**src/rtl/pipe_stage_fifo.sv**
```systemverilog
// ---------------------------------------------------------------------------
// pipe_stage_fifo
//
// Elastic pipeline stage built around a small circular buffer. It accepts
// payloads from the previous stage with a valid/ready handshake and presents
// them to the next stage in strict FIFO order. It can optionally pass data
// straight through when the buffer is empty (BYPASS=1).
//
// Parameters
//   WIDTH  : payload width in bits
//   DEPTH  : number of entries (power of two, >= 2)
//   BYPASS : 1 = zero-latency pass-through while empty, 0 = registered only
//
// Ports
//   clk_i       : clock, all state changes on the rising edge
//   rst_ni      : asynchronous active-low reset
//   flush_i     : synchronous discard of every buffered entry
//   stall_i     : freeze; no enqueue/dequeue, handshakes forced low
//   ls_valid_i  : previous stage presents in_data_i
//   in_data_i   : incoming payload
//   ts_ready_o  : this stage accepts in_data_i this cycle
//   ts_valid_o  : out_data_o is valid toward the next stage
//   out_data_o  : head entry, or in_data_i when bypassing
//   ns_ready_i  : next stage accepts out_data_o this cycle
//   count_o     : number of buffered entries (0..DEPTH)
// ---------------------------------------------------------------------------
module pipe_stage_fifo #(
    parameter int WIDTH  = 32,
    parameter int DEPTH  = 2,
    parameter int BYPASS = 0
) (
    input  logic                     clk_i,
    input  logic                     rst_ni,
    input  logic                     flush_i,
    input  logic                     stall_i,
    input  logic                     ls_valid_i,
    input  logic [WIDTH-1:0]         in_data_i,
    output logic                     ts_ready_o,
    output logic                     ts_valid_o,
    output logic [WIDTH-1:0]         out_data_o,
    input  logic                     ns_ready_i,
    output logic [$clog2(DEPTH):0]   count_o
);

    localparam int PW = $clog2(DEPTH);
    localparam int CW = PW + 1;
    localparam logic [CW-1:0] FULL_CNT = CW'(DEPTH);

    // Storage is read asynchronously: the head must be visible in the same
    // cycle it becomes valid, so a registered-read RAM would add a cycle of
    // latency the handshake cannot tolerate.
    logic [WIDTH-1:0] mem_q [DEPTH];

    logic [PW-1:0] wr_ptr_q, wr_ptr_d;
    logic [PW-1:0] rd_ptr_q, rd_ptr_d;
    logic [CW-1:0] count_q,  count_d;

    logic empty;
    logic full;
    logic ts_ready;
    logic ts_valid;
    logic pass_through;
    logic push;
    logic pop;

    // -----------------------------------------------------------------------
    // Handshake and datapath selection
    // -----------------------------------------------------------------------
    always_comb begin
        empty = (count_q == '0);
        full  = (count_q == FULL_CNT);

        // Depends only on local state and stall, never on ns_ready_i, so no
        // combinational path runs backwards through the stage. Gating with
        // rst_ni keeps both handshakes low while reset is held.
        ts_ready = rst_ni && !full && !stall_i;

        ts_valid = 1'b0;
        if (!empty) begin
            ts_valid = rst_ni && !stall_i;
        end else if (BYPASS != 0) begin
            ts_valid = rst_ni && ls_valid_i && !stall_i;
        end

        if ((BYPASS == 0) && !rst_ni) begin
            out_data_o = '0;
        end else if ((BYPASS != 0) && empty) begin
            out_data_o = in_data_i;
        end else begin
            out_data_o = mem_q[rd_ptr_q];
        end

        // Empty buffer, both neighbours ready: the payload is consumed
        // directly and never touches storage.
        pass_through = (BYPASS != 0) && empty && ls_valid_i && ns_ready_i && !stall_i;

        push = ls_valid_i && ts_ready && !flush_i && !pass_through;
        pop  = !empty && ts_valid && ns_ready_i && !flush_i;
    end

    assign ts_ready_o = ts_ready;
    assign ts_valid_o = ts_valid;
    assign count_o    = count_q;

    // -----------------------------------------------------------------------
    // Next-state for pointers and occupancy
    // -----------------------------------------------------------------------
    always_comb begin
        wr_ptr_d = wr_ptr_q;
        rd_ptr_d = rd_ptr_q;
        count_d  = count_q;

        if (flush_i) begin
            // Flush wins over stall and over any concurrent handshake.
            wr_ptr_d = '0;
            rd_ptr_d = '0;
            count_d  = '0;
        end else begin
            // DEPTH is a power of two, so natural pointer overflow is the wrap.
            if (push) begin
                wr_ptr_d = wr_ptr_q + PW'(1);
            end
            if (pop) begin
                rd_ptr_d = rd_ptr_q + PW'(1);
            end
            unique case ({push, pop})
                2'b10:   count_d = count_q + CW'(1);
                2'b01:   count_d = count_q - CW'(1);
                default: count_d = count_q;
            endcase
        end
    end

    always_ff @(posedge clk_i or negedge rst_ni) begin
        if (!rst_ni) begin
            wr_ptr_q <= '0;
            rd_ptr_q <= '0;
            count_q  <= '0;
        end else begin
            wr_ptr_q <= wr_ptr_d;
            rd_ptr_q <= rd_ptr_d;
            count_q  <= count_d;
        end
    end

    // Payload storage carries no reset; entries are only observable once the
    // occupancy says they were written.
    always_ff @(posedge clk_i) begin
        if (push) begin
            mem_q[wr_ptr_q] <= in_data_i;
        end
    end

endmodule

```
**config.mk**
```make
export PLATFORM = sky130hd
export DESIGN_NAME = pipe_stage_fifo
export DESIGN_NICKNAME = d
export VERILOG_FILES = /design/src/rtl/pipe_stage_fifo.sv
export SDC_FILE = /design/constraint.sdc
export NUM_CORES = 1
export LEC_CHECK = 0
export CAP_MARGIN = 20
export CORE_MARGIN = 4
export CORE_UTILIZATION = 52
export DETAILED_ROUTE_END_ITERATION = 8
export PLACE_DENSITY_LB_ADDON = 0.25
export REMOVE_ABC_BUFFERS = 1
export SYNTH_ARGS = -nofsm -noshare
export SYNTH_HDL_FRONTEND = slang
export SYNTH_SLANG_ARGS = --single-unit
```
**constraint.sdc**
```tcl
create_clock -name clk_i -period 5.8 [get_ports clk_i]
set_input_delay 1.16 -clock clk_i [delete_from_list [all_inputs] [get_ports clk_i]]
set_output_delay 1.16 -clock clk_i [all_outputs]
set_load 0.01 [all_outputs]
```
Word-level counts from Yosys, hierarchy flattened:

Memory sizes are Yosys's and may differ from the RTL's.
Index checks and enable logic that the tools add are counted.

* add/subtract/negate cells: 4
* shift operators: 0
* order comparisons: 0
* multiplexer cells: 10
* reduce and logical (&&, ||, !) cells: 16
* equality and inequality tests: 3
* bitwise logic cells: 0
* divide/modulo/power cells: 0
* multiply operators: 0

Operators with widths (number)
* $mux 32: 1
* $logic_and 1x1->1: 8
* $mux 1: 7
* $eq 2x2->1 const B: 2
* $logic_not 1->1: 4
* $pmux 2 s2: 1
* $reduce_bool 2->1: 2
* $reduce_bool 3->1: 1
* $add 1x1->1 const B: 2
* $add 2x1->2 const B: 1
* $eq 2x1->1 const B: 1
* $logic_not 2->1: 1
* $mux 2: 1
* $sub 2x1->2 const B: 1

* bits of input ports: 38
* bits in writable memories: 64
* register bits: 4
* logic and storage cells: 37
* output and inout port bits: 36
* bits in latches: 0
* memories kept: 1
* ROM bits: 0

Memory list
* mem_q: words 2, width 32, rd ports 1, clocked after memory_dff 0, wr ports 1, RTL line 52 `logic [WIDTH-1:0] mem_q [DEPTH];`

Longest topological paths before layout:

Gate-level depths: netlist of run 1.

* depth after elaboration: 9
* depth in mapped cells: 4

Worst setup path after synthesis of run 1:

No wires, ideal clock.

* kind: input to register
* start point: in stall_i
* end point: mem mem_q[1][0], enable pin
* library setup time: 0.468 ns
* data arrival time: 4.220 ns
* cell stages on the path: 4
* path buffers: 1
* path slack: 1.112 ns
* data required time: 5.332 ns
* cells stage by stage: nand2b_1 > buf_6 > or3_4 > nor3b_1

* longest elaborated chain between the ends: 6

Ends and longest elaborated chain
* from (decl): RTL line 35 `input logic stall_i,`
* $logic_not 1->1: RTL line 76 `ts_ready = rst_ni && !full && !stall_i;`
* $logic_and 1x1->1: RTL line 76
* $logic_and 1x1->1 (2 in a row): RTL line 97 `push = ls_valid_i && ts_ready && !flush_i && !pass_through;`
* $mux 1: RTL line 149 `if (push) begin`
* $mux 1 (implied by the code): RTL line 150 `mem_q[wr_ptr_q] <= in_data_i;`
* to (decl): RTL line 52

Every way passes these cells.

Final worst setup path of run 1:

* start point: in rst_ni
* end point: out ts_valid_o

* longest elaborated chain between the ends: 2

Ends and longest elaborated chain
* from (decl): RTL line 33 `input logic rst_ni,`
* $logic_and 1x1->1: RTL line 80 `ts_valid = rst_ni && !stall_i;`
* $mux 1: RTL line 79 `if (!empty) begin`
* to (decl): RTL line 39 `output logic ts_valid_o,`

Every way passes these cells.

==> results list, run 1 <==
* Antenna violations before repair: 0
- Before antenna repair, the detailed router went through 4 iterations.
* Pin count of the biggest net entering global routing: 35
- For this design the total switching power over the nets is 0.203 mW.
* # Post-CTS Setup Buffers: 0
- CP Data Arrival Time: 3.33 ns
- Number of buffers between clock root and the deepest sink: 2
- The die covers 6590 sq um.
* Final Util: between 70% and 80%
- Fraction of the cycle the final worst path needs: between 70% and 80%
- In this run the power density over the cells is 273 nW/um^2.
- Number of enable flip-flop cells after synthesis: 64
- The clock network is responsible for 39.0% of the overall power.
- After detailed routing, the number of remaining DRC violations is 0.
- Combinational logic burns a little over 8% of the power.
- The clock arrives with 0.00801 ns of skew.
- The floorplan step set the die width to 81.2 microns.
- Gates resized, CTS repair: 0
- Core area: between 5000 and 6000 sq um
* Count of inserted antenna diode cells: 0
- Buffers on Ports: 73
- After clock tree synthesis, the clock-pin slew on the worst setup and hold paths is 0.07 ns.
* Syn_area_per_cell: 16.4 sq um
- Final-stage net count: 288
* Cell taking the most area after synthesis: edfxtp_1
- Mean routed wirelength per cell: 16.6 microns
* Sequential share of power: a little over half
- Number of buffers inserted during clock tree synthesis: 9
- During I/O placement, the number of pins put on the boundary was 74.
* Max Cap Viol: 0
* Worst Setup Start Kind: input port
- For this run, the total global-route usage over all layers was measured as around 18%.
- Of the synthesized area, sequential elements account for 72.6%.
- The number of global-route vias before repair was 1,717.
* Hold_buf cts: 0
- Placement Rows: 26
* Proportion of total power due to net switching: 19.6%
- Critical path class: input port to output port
- Total clock sinks: 68
* Share of the synthesized area in the top cell type: about 69%
- The number of failing hold endpoints at the final stage was 0.
- Initial Utilization: 54.2%
- In this run the remaining antenna-violating nets after routing total 0.
* Total global routing overflow: 0
- The count of pins over their slew limit came to 0.
* Post-Layout Cell Count: around 330
* Path category of the worst min-delay check: flop to flop
- The Yosys step of the flow raised 0 warnings.
- Fraction of layout cells with a size suffix above 1: 9.02%
* Proportion of register bits with asynchronous set or reset after synthesis: 5.88%
* Leading post-synthesis cells by cell area: edfxtp_1 (69%), mux2i_1 (12%), nor2b_1 (7.6%)
* Half-perimeter wire length after detailed placement: 3.57 mm
- The analysis attributes to cell leakage a power of 1.23 nW.
* Area of the mapped netlist: 2780 sq um
- Achievable Freq: 0.223 GHz
- Final hold slack: ~0.7 ns
* Total placed cells including tap cells: 309
- Number of storage elements in the synthesis netlist: a little under 70
- In this run the tightest slew margin relative to its limit is 34.2%.
* Number of endpoints failing setup at the final stage: 0
- Minimum clock period: between 4 and 5 ns
- Cell at the root of the clock tree: clkbuf_8
- Endpoint class of the critical path: output port
- WP data required: roughly 4.6 ns
- Wire length of the first global-routing pass: 8.25 mm
- Clock tree from TritonCTS: yes
- Slew @ Worst Pin: 0.986 ns
- The synthesized netlist contains 25 unique library cells.
* Post-detailed-routing wire length: between 5 and 6 mm
* DR vias: ~1,600
- Iteration-0 DRC Markers: 97
- Mapped Cells: 170
- Peak fanout along the critical path: 20
* Final Total Pwr: ~1.0 mW
- The floorplan step set the die height to between 80 and 90 microns.
- VDD sags by at most 213 uV.
* Run status: complete, no violations
* H-tree depth reported by CTS: 3
* Top FF cell, synth: edfxtp_1
* Number of vias per cell after detailed routing: 5.06
- Area Overhead vs Synth: 36.3%
- Internal power consumption: 0.834 mW
- Worst skew pair latency: 0.33 ns
- Setup repair after global routing left no endpoint under its margin.
* Final GP Congestion: 0.794
* Setup tns final: 0 ns
sequential cells by signal, indices dropped and copies added, names as in the netlist:
| signal | cells |
|---|---|
| mem_q | 64 |
| count_o | 2 |
| rd_ptr_q | 1 |
| wr_ptr_q | 1 |
final timing paths:
check,startpoint,endpoint,slack [ns],cells past startpoint
worst min register to register,count_o[1]$_DFFE_PN0P_,count_o[1]$_DFFE_PN0P_,0.68,2
max in group asynchronous,rst_ni,count_o[0]$_DFFE_PN0P_,3.96,2
worst min-delay path,count_o[1]$_DFFE_PN0P_,count_o[1]$_DFFE_PN0P_,0.68,2
worst max-delay path,rst_ni,ts_valid_o,1.31,5
min in group asynchronous,rst_ni,wr_ptr_q$_DFFE_PN0P_,1.22,1
worst max register to register,count_o[0]$_DFFE_PN0P_,mem_q[1][12]$_DFFE_PP_,3.78,4
placed cells by master (no fill, tap or decap):
| master | count |
|---|---|
| mux2_4 | 1 |
| nor2b_1 | 34 |
| buf_4 | 4 |
| nand2b_1 | 2 |
| edfxtp_1 | 64 |
| nand2_1 | 2 |
| clkdlybuf4s50_1 | 73 |
| o31ai_1 | 1 |
| a2bb2oi_1 | 1 |
| inv_1 | 2 |
| nor3b_2 | 1 |
| clkinv_1 | 1 |
| or4_1 | 2 |
| or3_4 | 1 |
| a21oi_1 | 1 |
| nor3_2 | 1 |
| a31oi_1 | 2 |
| mux2i_1 | 33 |
| clkbuf_1 | 1 |
| nor2_1 | 6 |
| or3_1 | 2 |
| bufinv_16 | 2 |
| clkbuf_8 | 9 |
| and2b_1 | 1 |
| dfrtp_2 | 1 |
| dfrtp_1 | 3 |
| o21ai_1 | 1 |
| clkinv_2 | 3 |
power by group through the flow:
| stage | clock network [mW] | logic (mW) | registers, mW |
|---|---|---|---|
| CTS | 0.413 | 0.0846 | 0.549 |
| finish | 0.404 | 0.0835 | 0.549 |
| global route | 0.437 | 0.0896 | 0.549 |
| detailed placement | 0 | 0.0842 | 0.560 |
| floorplan | 0 | 0.0256 | 0.559 |
| global placement | 0 | 0.0817 | 0.559 |
metrics by stage:
stage               setup slack (ns)  cell area (sq um)
floorplan                       1.12               2730
global placement                1.37               3590
detailed placement              1.30               3590
CTS                             1.30               3790
global route                    1.16               3790
finish                          1.31               3790
synthesized netlist by cell type (4+ instances only):
cell,number
dfrtp_1,4
edfxtp_1,64
nor2_1,6
mux2i_1,33
nor2b_1,34
logic make-up (layout without fill, tap and decap cells):
logic type | after synthesis | in the layout | synth area share (%)
AOI/OAI and AO/OA | 6 | 6 | 1.39
muxes | 34 | 34 | 12.4
and+or+nand+nor | 52 | 52 | 11.3
DFF | 68 | 68 | 72.6
buffers and inverters | 10 | 95 | 2.29
area by class of cell:
type / instances / area [sq um]
fillers: 370 / 1350
repair buffers: 77 / 761
well taps: 70 / 87.6
inverters: 2 / 7.51
multi-input cells: 92 / 708
flip-flops and latches: 68 / 2020
clock inverters: 6 / 78.8
clock buffers: 10 / 128
worst max-delay path, stage by stage:
cell	delay, ns
clkdlybuf4s50_1	0.86
buf_4	0.33
nand2b_1	0.24
nor2_1	0.18
clkdlybuf4s50_1	0.55
metal layers:
metal  part of all wire [%]  global-route usage, %  up-vias  wire, microns
met5                      0                      0        -              0
met4                   0.50                   8.11        0             27
met3                    4.6                   5.54        4            247
met2                     54                   31.0       42           2930
met1                     41                   19.7      811           2210
li1                       -                      -      788              -
(Power assumes the default switching activity.)
==> inputs of run 2 (changes only) <==
--- a/config.mk
+++ b/config.mk
@@ -7,7 +7,7 @@
 export LEC_CHECK = 0
 export CAP_MARGIN = 20
 export CORE_MARGIN = 4
-export CORE_UTILIZATION = 52
+export CORE_UTILIZATION = 48
 export DETAILED_ROUTE_END_ITERATION = 8
 export PLACE_DENSITY_LB_ADDON = 0.25
 export REMOVE_ABC_BUFFERS = 1
==> constraint.sdc (replaced) <==
create_clock -name clk_i -period 4.51 [get_ports clk_i]
set_input_delay 0.902 -clock clk_i [delete_from_list [all_inputs] [get_ports clk_i]]
set_output_delay 0.902 -clock clk_i [all_outputs]
set_load 0.01 [all_outputs]
==> run 2 against run 1 <==
  * Non-clock buffer count is 2 higher
  * Critical path depth stayed put
  * Sequential share of layout area is 0.69 points lower
  * Flip-flop and latch count stayed put
  * Total power is 35% higher
  * Global-route usage is 3.0 points lower
  * Count of clock-buffer cells in the layout is 1 lower
  * Utilization is 4.9 points lower
  * First-iteration DRC count is 8.2% lower
  * Combinational power is 27% higher
  * Via count is 0.36% lower
  * Largest cell class unchanged
==> results list, run 2 (synthesized netlist as in run 1, its figures left out) <==
* CP Data Arrival Time: 2.58 ns
- Number of iterations in the first detailed-routing pass: 4
- Max-cap violations in this run came to 0.
- Mean routed wirelength per cell: 15.3 microns
* Post-detailed-routing wire length: roughly 5 mm
- Die Y-Extent: about 84 microns
- Worst setup path startpoint: rst_ni
- The register with the most flip-flops in the layout has 64 of them.
- Initial Utilization: between 40 and 50%
* Area Overhead vs Synth: 38.1%
* Cell at the root of the clock tree: clkbuf_8
- WP data required: 3.61 ns
- For this design, the sink count on the clock tree is 68.
- Counting along the longest clock path gives a buffer depth of 2.
* Final GP Congestion: about 0.76
* Number of vias per cell after detailed routing: 4.98
- Unrepaired setup endpoints after global routing: false
- Routed Antenna Nets: 0
- The HPWL after detailed placement is 3.31 mm.
- Placement Rows: 27
* Minimum clock period: roughly 3.5 ns
- After clock tree synthesis, the repair step resized 0 gates.
- Clock-pin transition on the worst setup and hold timing paths: roughly 0.070 ns
* Combined flip-flop and latch cell area: 2020 sq um
* Commonest cells after routing, fill and taps aside: clkdlybuf4s50_1 (73), edfxtp_1 (64), nor2b_1 (34), mux2i_1 (33), clkbuf_8 (9)
* Clock skew after layout: 0.00376 ns
* Count of inserted antenna diode cells: 0
- The floorplan step defined a die boundary enclosing roughly 7000 sq um.
- The initial antenna violation count was 0.
* Peak fanout along the critical path: 17
- Adding up every negative setup slack in the final design gives 0 ns.
- After global routing the overflow that remains totals 0.
* Final routed DRC violation total: 0
- The number of hold buffers added after CTS was 0.
* Boundary pin count: 74
- For this design the static power due to leakage is 1.25 nW.
- Most common cell after layout, fill and taps aside: clkdlybuf4s50_1
- Worst skew pair latency: 0.33 ns
- The multi-input combinational cells in the finished layout cover a total of 708 sq um.
* Fraction of the cycle the final worst path needs: 77.1%
- Startpoint of the worst register-to-register path: count_o[0]$_DFFE_PN0P_
- The worst hold path begins at count_o[1]$_DFFE_PN0P_.
* Capture endpoint of the worst hold path: count_o[1]$_DFFE_PN0P_
- Endpoint class of the critical path: output port
* Filler instances: about 410
- The worst-case IR drop observed on VDD is 259 uV.
- Entering global routing, the biggest net connects 35 pins.
- The worst setup path is launched from an input port.
* Number of endpoints failing setup at the final stage: 0
* Critical path class: input port to output port
- Cell depth of the worst hold path: 2
- Vias in the first global route: 1,654
- Slew @ Worst Pin: roughly 1.0 ns
- Across all layers, the routed design uses 1,639 vias.
- Global routing consumed, over all layers together, roughly 15% of the routing resources.
* Buffers on Ports: 73
- Clock tree from TritonCTS: yes
- Slack of the worst reg-to-reg path: roughly 2.6 ns
- The finished layout holds 329 standard cells, fillers aside.
- Wire length of the first global-routing pass: between 7 and 8 mm
* H-tree depth reported by CTS: 3
- The number of failing hold endpoints at the final stage is 0.
* Depth of the most critical reg-to-reg path: 4
* Most flop-heavy register: mem_q
- Final-stage net count: 290
* Die X-Extent: approximately 84 microns
* Run status: complete, no violations
- Number of buffers inserted during clock tree synthesis: 9
- Once placement completed, the tool counted placed cells totaling 313.
* Normalized max-slew margin: 33.6%
* Power per Cell Area: 363 nW/um^2
- The post-route netlist has a little over 10% of its cells at a drive strength greater than 1.
* Reg2reg end: mem_q[1][2]$_DFFE_PP_
- The path class of the tightest hold or removal check is flop to flop.
* Achievable Freq: 0.288 GHz
- After the first detailed-routing iteration, the DRC count stood at 89.
* Pins Over Slew Limit: 0
- Once the clock tree was built, the setup fixing pass inserted 0 buffers.
- In this run the standard cell core region covers 5570 sq um.
-- run 2: changes by cell type in the layout (fill, tap and decap cells not counted) --
cell and change:
buf_4 +2, bufinv_16 +1, clkbuf_1 -1, clkinv_2 -2, clkinv_4 +1, clkinvlp_4 +1
-- run 2: where the power goes --
group / leakage (nW) / internal [mW] / switching, mW
sequential: 0.631 / 0.699 / 0.00640
clock: 0.117 / 0.365 / 0.220
combinational: 0.499 / 0.0669 / 0.0391
total: 1.25 / 1.13 / 0.265
-- run 2: layout make-up --
class                   count  area share, %
multi-input cells          92           18.4
well taps                  72           2.34
inverters                   2          0.195
clock inverters             7           2.99
repair buffers             79           20.2
flip-flops and latches     68           52.6
clock buffers               9           3.22
-- run 2: metal layers --
layer,wire length [microns],GRT usage (%)
met1,2130,17.4
met2,2550,24.5
met3,272,4.12
met4,92,7.46
met5,0,0
-- run 2: worst max-delay path: stages --
cell             delay, ns
clkdlybuf4s50_1       0.48
buf_4                 0.22
nand2b_1              0.23
nor2_1                0.18
clkdlybuf4s50_1       0.56
-- run 2: how the worst max path moves through the flow --
stage,endpoint,slack (ns),cells after the start
2_1_floorplan,mem_q[1][0]$_DFFE_PP_,0.08,3
6_report,ts_valid_o,1.03,5
3_5_place_dp,ts_valid_o,1.05,5
3_3_place_gp,ts_ready_o,1.13,5
5_1_grt,ts_valid_o,0.95,5
4_1_cts,ts_valid_o,1.01,5
-- run 2: stage by stage --
stage	cell area [sq um]	util [%]	total power, mW	worst slack [ns]	hold WS (ns)
final	3840	69.0	1.40	1.03	0.677
after detailed placement	3600	64.7	0.826	1.05	0.662
after floorplan	2730	-	0.752	0.0845	0.606
after CTS	3840	69.0	1.41	1.01	0.683
after global placement	3600	64.7	0.824	1.13	0.643
after global routing	3840	69.0	1.46	0.946	0.705
==> inputs of run 3 (changes only) <==
==> constraint.sdc (replaced) <==
create_clock -name clk_i -period 3.6 [get_ports clk_i]
set_input_delay 0.72 -clock clk_i [delete_from_list [all_inputs] [get_ports clk_i]]
set_output_delay 0.72 -clock clk_i [all_outputs]
set_load 0.01 [all_outputs]
==> run 3 against run 2 <==
  * Cell area is 1.3% lower
  * Critical path type unchanged
  * Combinational power is 26% higher
  * Routed wire length decreased by 0.24%
  * First-iteration DRC count rose by 1.1%
  * Register-to-register slack got worse by 0.93 ns
  * Count of clock-buffer cells in the layout rose by 1
  * Non-clock buffer count grew 1
  * Global-route usage up 0.15 points
==> results list, run 3 (synthesized netlist as in run 1, its figures left out) <==
- The flow ran to the end, and the final reports show no timing, DRC or antenna violations.
- Registers are responsible for 55.4% of the overall power.
* Pins Over Slew Limit: 0
- Cell family with most CP delay: buffers and inverters
* Slew @ Worst Pin: 0.975 ns
* DR vias: 1,656
- Hold repair after CTS inserted 0 buffers.
* WP data required: 2.88 ns
- STA classifies the critical path startpoint as an input port.
- Subtracting the final worst setup slack from the clock period gives between 3 and 4 ns.
- The tool flagged a number of max-cap violations equal to 0.
* Most common cell after layout, fill and taps aside: clkdlybuf4s50_1
* Internal power consumption: 1.27 mW
- Clock Power Share: 36.2%
* Final hold slack: 0.703 ns
* Routed Antenna Nets: 0
- Worst vdd rail ir drop: 241 uV
- Ranked by flip-flop count, first place goes to mem_q.
* CP Data Arrival Time: 2.32 ns
- Largest stage delay on the critical path: 0.59 ns
* Critical path class: input port to output port
- Per report_power, the combinational group accounts for around 8.4% of the total.
- In this run the power spent charging and discharging nets is 0.322 mW.
- Iteration-0 DRC Markers: 90
- The floorplan has 27 rows.
- The final layout contains 291 nets.
- The first global-routing pass estimated 7.92 mm of wire.
- Gates resized, CTS repair: 0
- Design Area, Final: 3790 sq um
- Half-perimeter wire length after detailed placement: 3.37 mm
* Antenna violations before repair: 0
- During I/O placement, the number of pins put on the boundary was between 70 and 80.
* Clock skew after layout: 0.00719 ns
- Area after detailed placement: 3610 sq um
- Counting both buffers and inverters, the worst setup path holds a total of 3.
- Summed over all cells, the static leakage comes to ~1.2 nW.
* Power per Cell Area: approximately 420 nW/um^2
- Initial Utilization: between 40% and 50%
- The worst path uses 84.5% of the clock period.
- The core region is 5570 sq um.
* Depth of the most critical reg-to-reg path: 4
- In this design, the critical path's most frequently occurring cell is clkdlybuf4s50_1.
* Worst path slowest cell: clkdlybuf4s50_1
- After clock tree synthesis, the setup repair step added 0 buffers.
* Cell breakdown of the critical path: clkdlybuf4s50_1 > buf_4 > nor2b_1 > clkdlybuf4s50_1
- Area Overhead vs Synth: 36.3%
* Vias in the first global route: between 1,500 and 2,000
* Normalized max-slew margin: 35.0%
- Timing would allow up to between 0.3 and 0.4 GHz.
- Proportion of total power due to net switching: 20.2%
- Routability-driven placement finished with a final weighted congestion of a little under 0.8.
- Setup repair after global routing left no endpoint under its margin.
- Endpoint class of the critical path: output port
- In the final routed layout, each cell accounts on average for 15.2 microns.
- Number of iterations in the first detailed-routing pass: 4
- Count of inserted antenna diode cells: 0
- For this run, design rule violations remaining after detail routing come to 0.
- For this run, the total global-route usage over all layers was measured as roughly 15%.
- Post-detailed-routing wire length: 5.03 mm
- Worst skew pair latency: 0.33 ns
- Peak fanout along the critical path: 19
* Final Util: 68.1%
- The post-route netlist has 9.69% of its cells at a drive strength greater than 1.
- Buffers on Ports: 73
* Total clock sinks: 68
* Commonest cells after routing, fill and taps aside: clkdlybuf4s50_1 (73), edfxtp_1 (64), nor2b_1 (34), mux2i_1 (33), clkbuf_8 (9)
- Global routing finished with a remaining overflow of 0.
- The die covers 7080 sq um.
- Die Y-Extent: about 84 microns
- The floorplan step set the die width to roughly 84 microns.
- Prior to clock tree synthesis, the placed netlist has a worst setup slack of 0.563 ns.
* Number of flip-flops in the largest register: 64
* Clock-pin transition on the worst setup and hold timing paths: 0.06 ns
* H-tree depth reported by CTS: 3
- Number of vias per cell after detailed routing: around 5
- Cell at the root of the clock tree: clkbuf_8
- The critical path crosses 4 cells after its start point.
- The layout has 399 filler cells.
- Pin count of the biggest net entering global routing: 35
* Setup slack after layout: ~0.56 ns
* Number of endpoints failing setup at the final stage: 0
- Number of buffers inserted during clock tree synthesis: 9
- Number of buffers between clock root and the deepest sink: 2
- TritonCTS built the clock tree.
- The path class of the tightest hold or removal check is flop to flop.
- The number of failing hold endpoints at the final stage is 0.
- Cell depth of the worst hold path: 2
[run 3: layer usage]
| metal | track usage, % | vias up | part of all wire, % |
|---|---|---|---|
| met4 | 6.58 | 0 | 1.2 |
| met5 | 0 | - | 0 |
| met1 | 17.6 | 802 | 41 |
| li1 | - | 792 | - |
| met2 | 24.2 | 56 | 50 |
| met3 | 5.69 | 6 | 7.3 |
[run 3: power groups by stage]
stage          Clock [mW]  Sequential, mW  Combinational [mW]
2_1_floorplan           0           0.901              0.0412
3_3_place_gp            0           0.901               0.132
3_5_place_dp            0           0.901               0.135
4_1_cts             0.592           0.884               0.136
5_1_grt             0.634           0.885               0.144
6_report            0.577           0.884               0.134
[run 3: path summary, 6_finish.rpt]
kind                                        startpoint                     end  slack (ns)
worst max-delay path                            rst_ni          out_data_o[16]        0.56
worst min-delay path              wr_ptr_q$_DFFE_PN0P_    wr_ptr_q$_DFFE_PN0P_        0.70
worst max register to register  count_o[0]$_DFFE_PN0P_  mem_q[1][17]$_DFFE_PP_        1.64
worst min register to register    wr_ptr_q$_DFFE_PN0P_    wr_ptr_q$_DFFE_PN0P_        0.70
max in group asynchronous                       rst_ni    rd_ptr_q$_DFFE_PN0P_        2.60
min in group asynchronous                       rst_ni  count_o[1]$_DFFE_PN0P_        0.85
[run 3: through the flow]
| step | instances | TNS, ns | total power, mW |
|---|---|---|---|
| finish | 330 | 0 | 1.60 |
| global route | 330 | 0 | 1.66 |
| CTS | 330 | 0 | 1.61 |
| global placement | 314 | 0 | 1.03 |
| detailed placement | 314 | 0 | 1.04 |
| floorplan | 162 | -34.46 | 0.942 |
[run 3: area by class of cell]
class | count | area (sq um) | area share (%)
Clock buffer | 10 | 128 | 3.36
Clock inverter | 6 | 55.1 | 1.45
Inverter | 2 | 7.51 | 0.198
Multi-Input combinational cell | 92 | 708 | 18.7
Sequential cell | 68 | 2020 | 53.3
Tap cell | 72 | 90.1 | 2.37
Timing Repair Buffer | 80 | 783 | 20.6
[run 3: worst min-delay path, delay by kind of cell (launching register included)]
family / cells / cell delay [ns]
flip-flops: 1 / 0.41
AND/OR/NAND/NOR: 1 / 0.11
multiplexers: 1 / 0.15
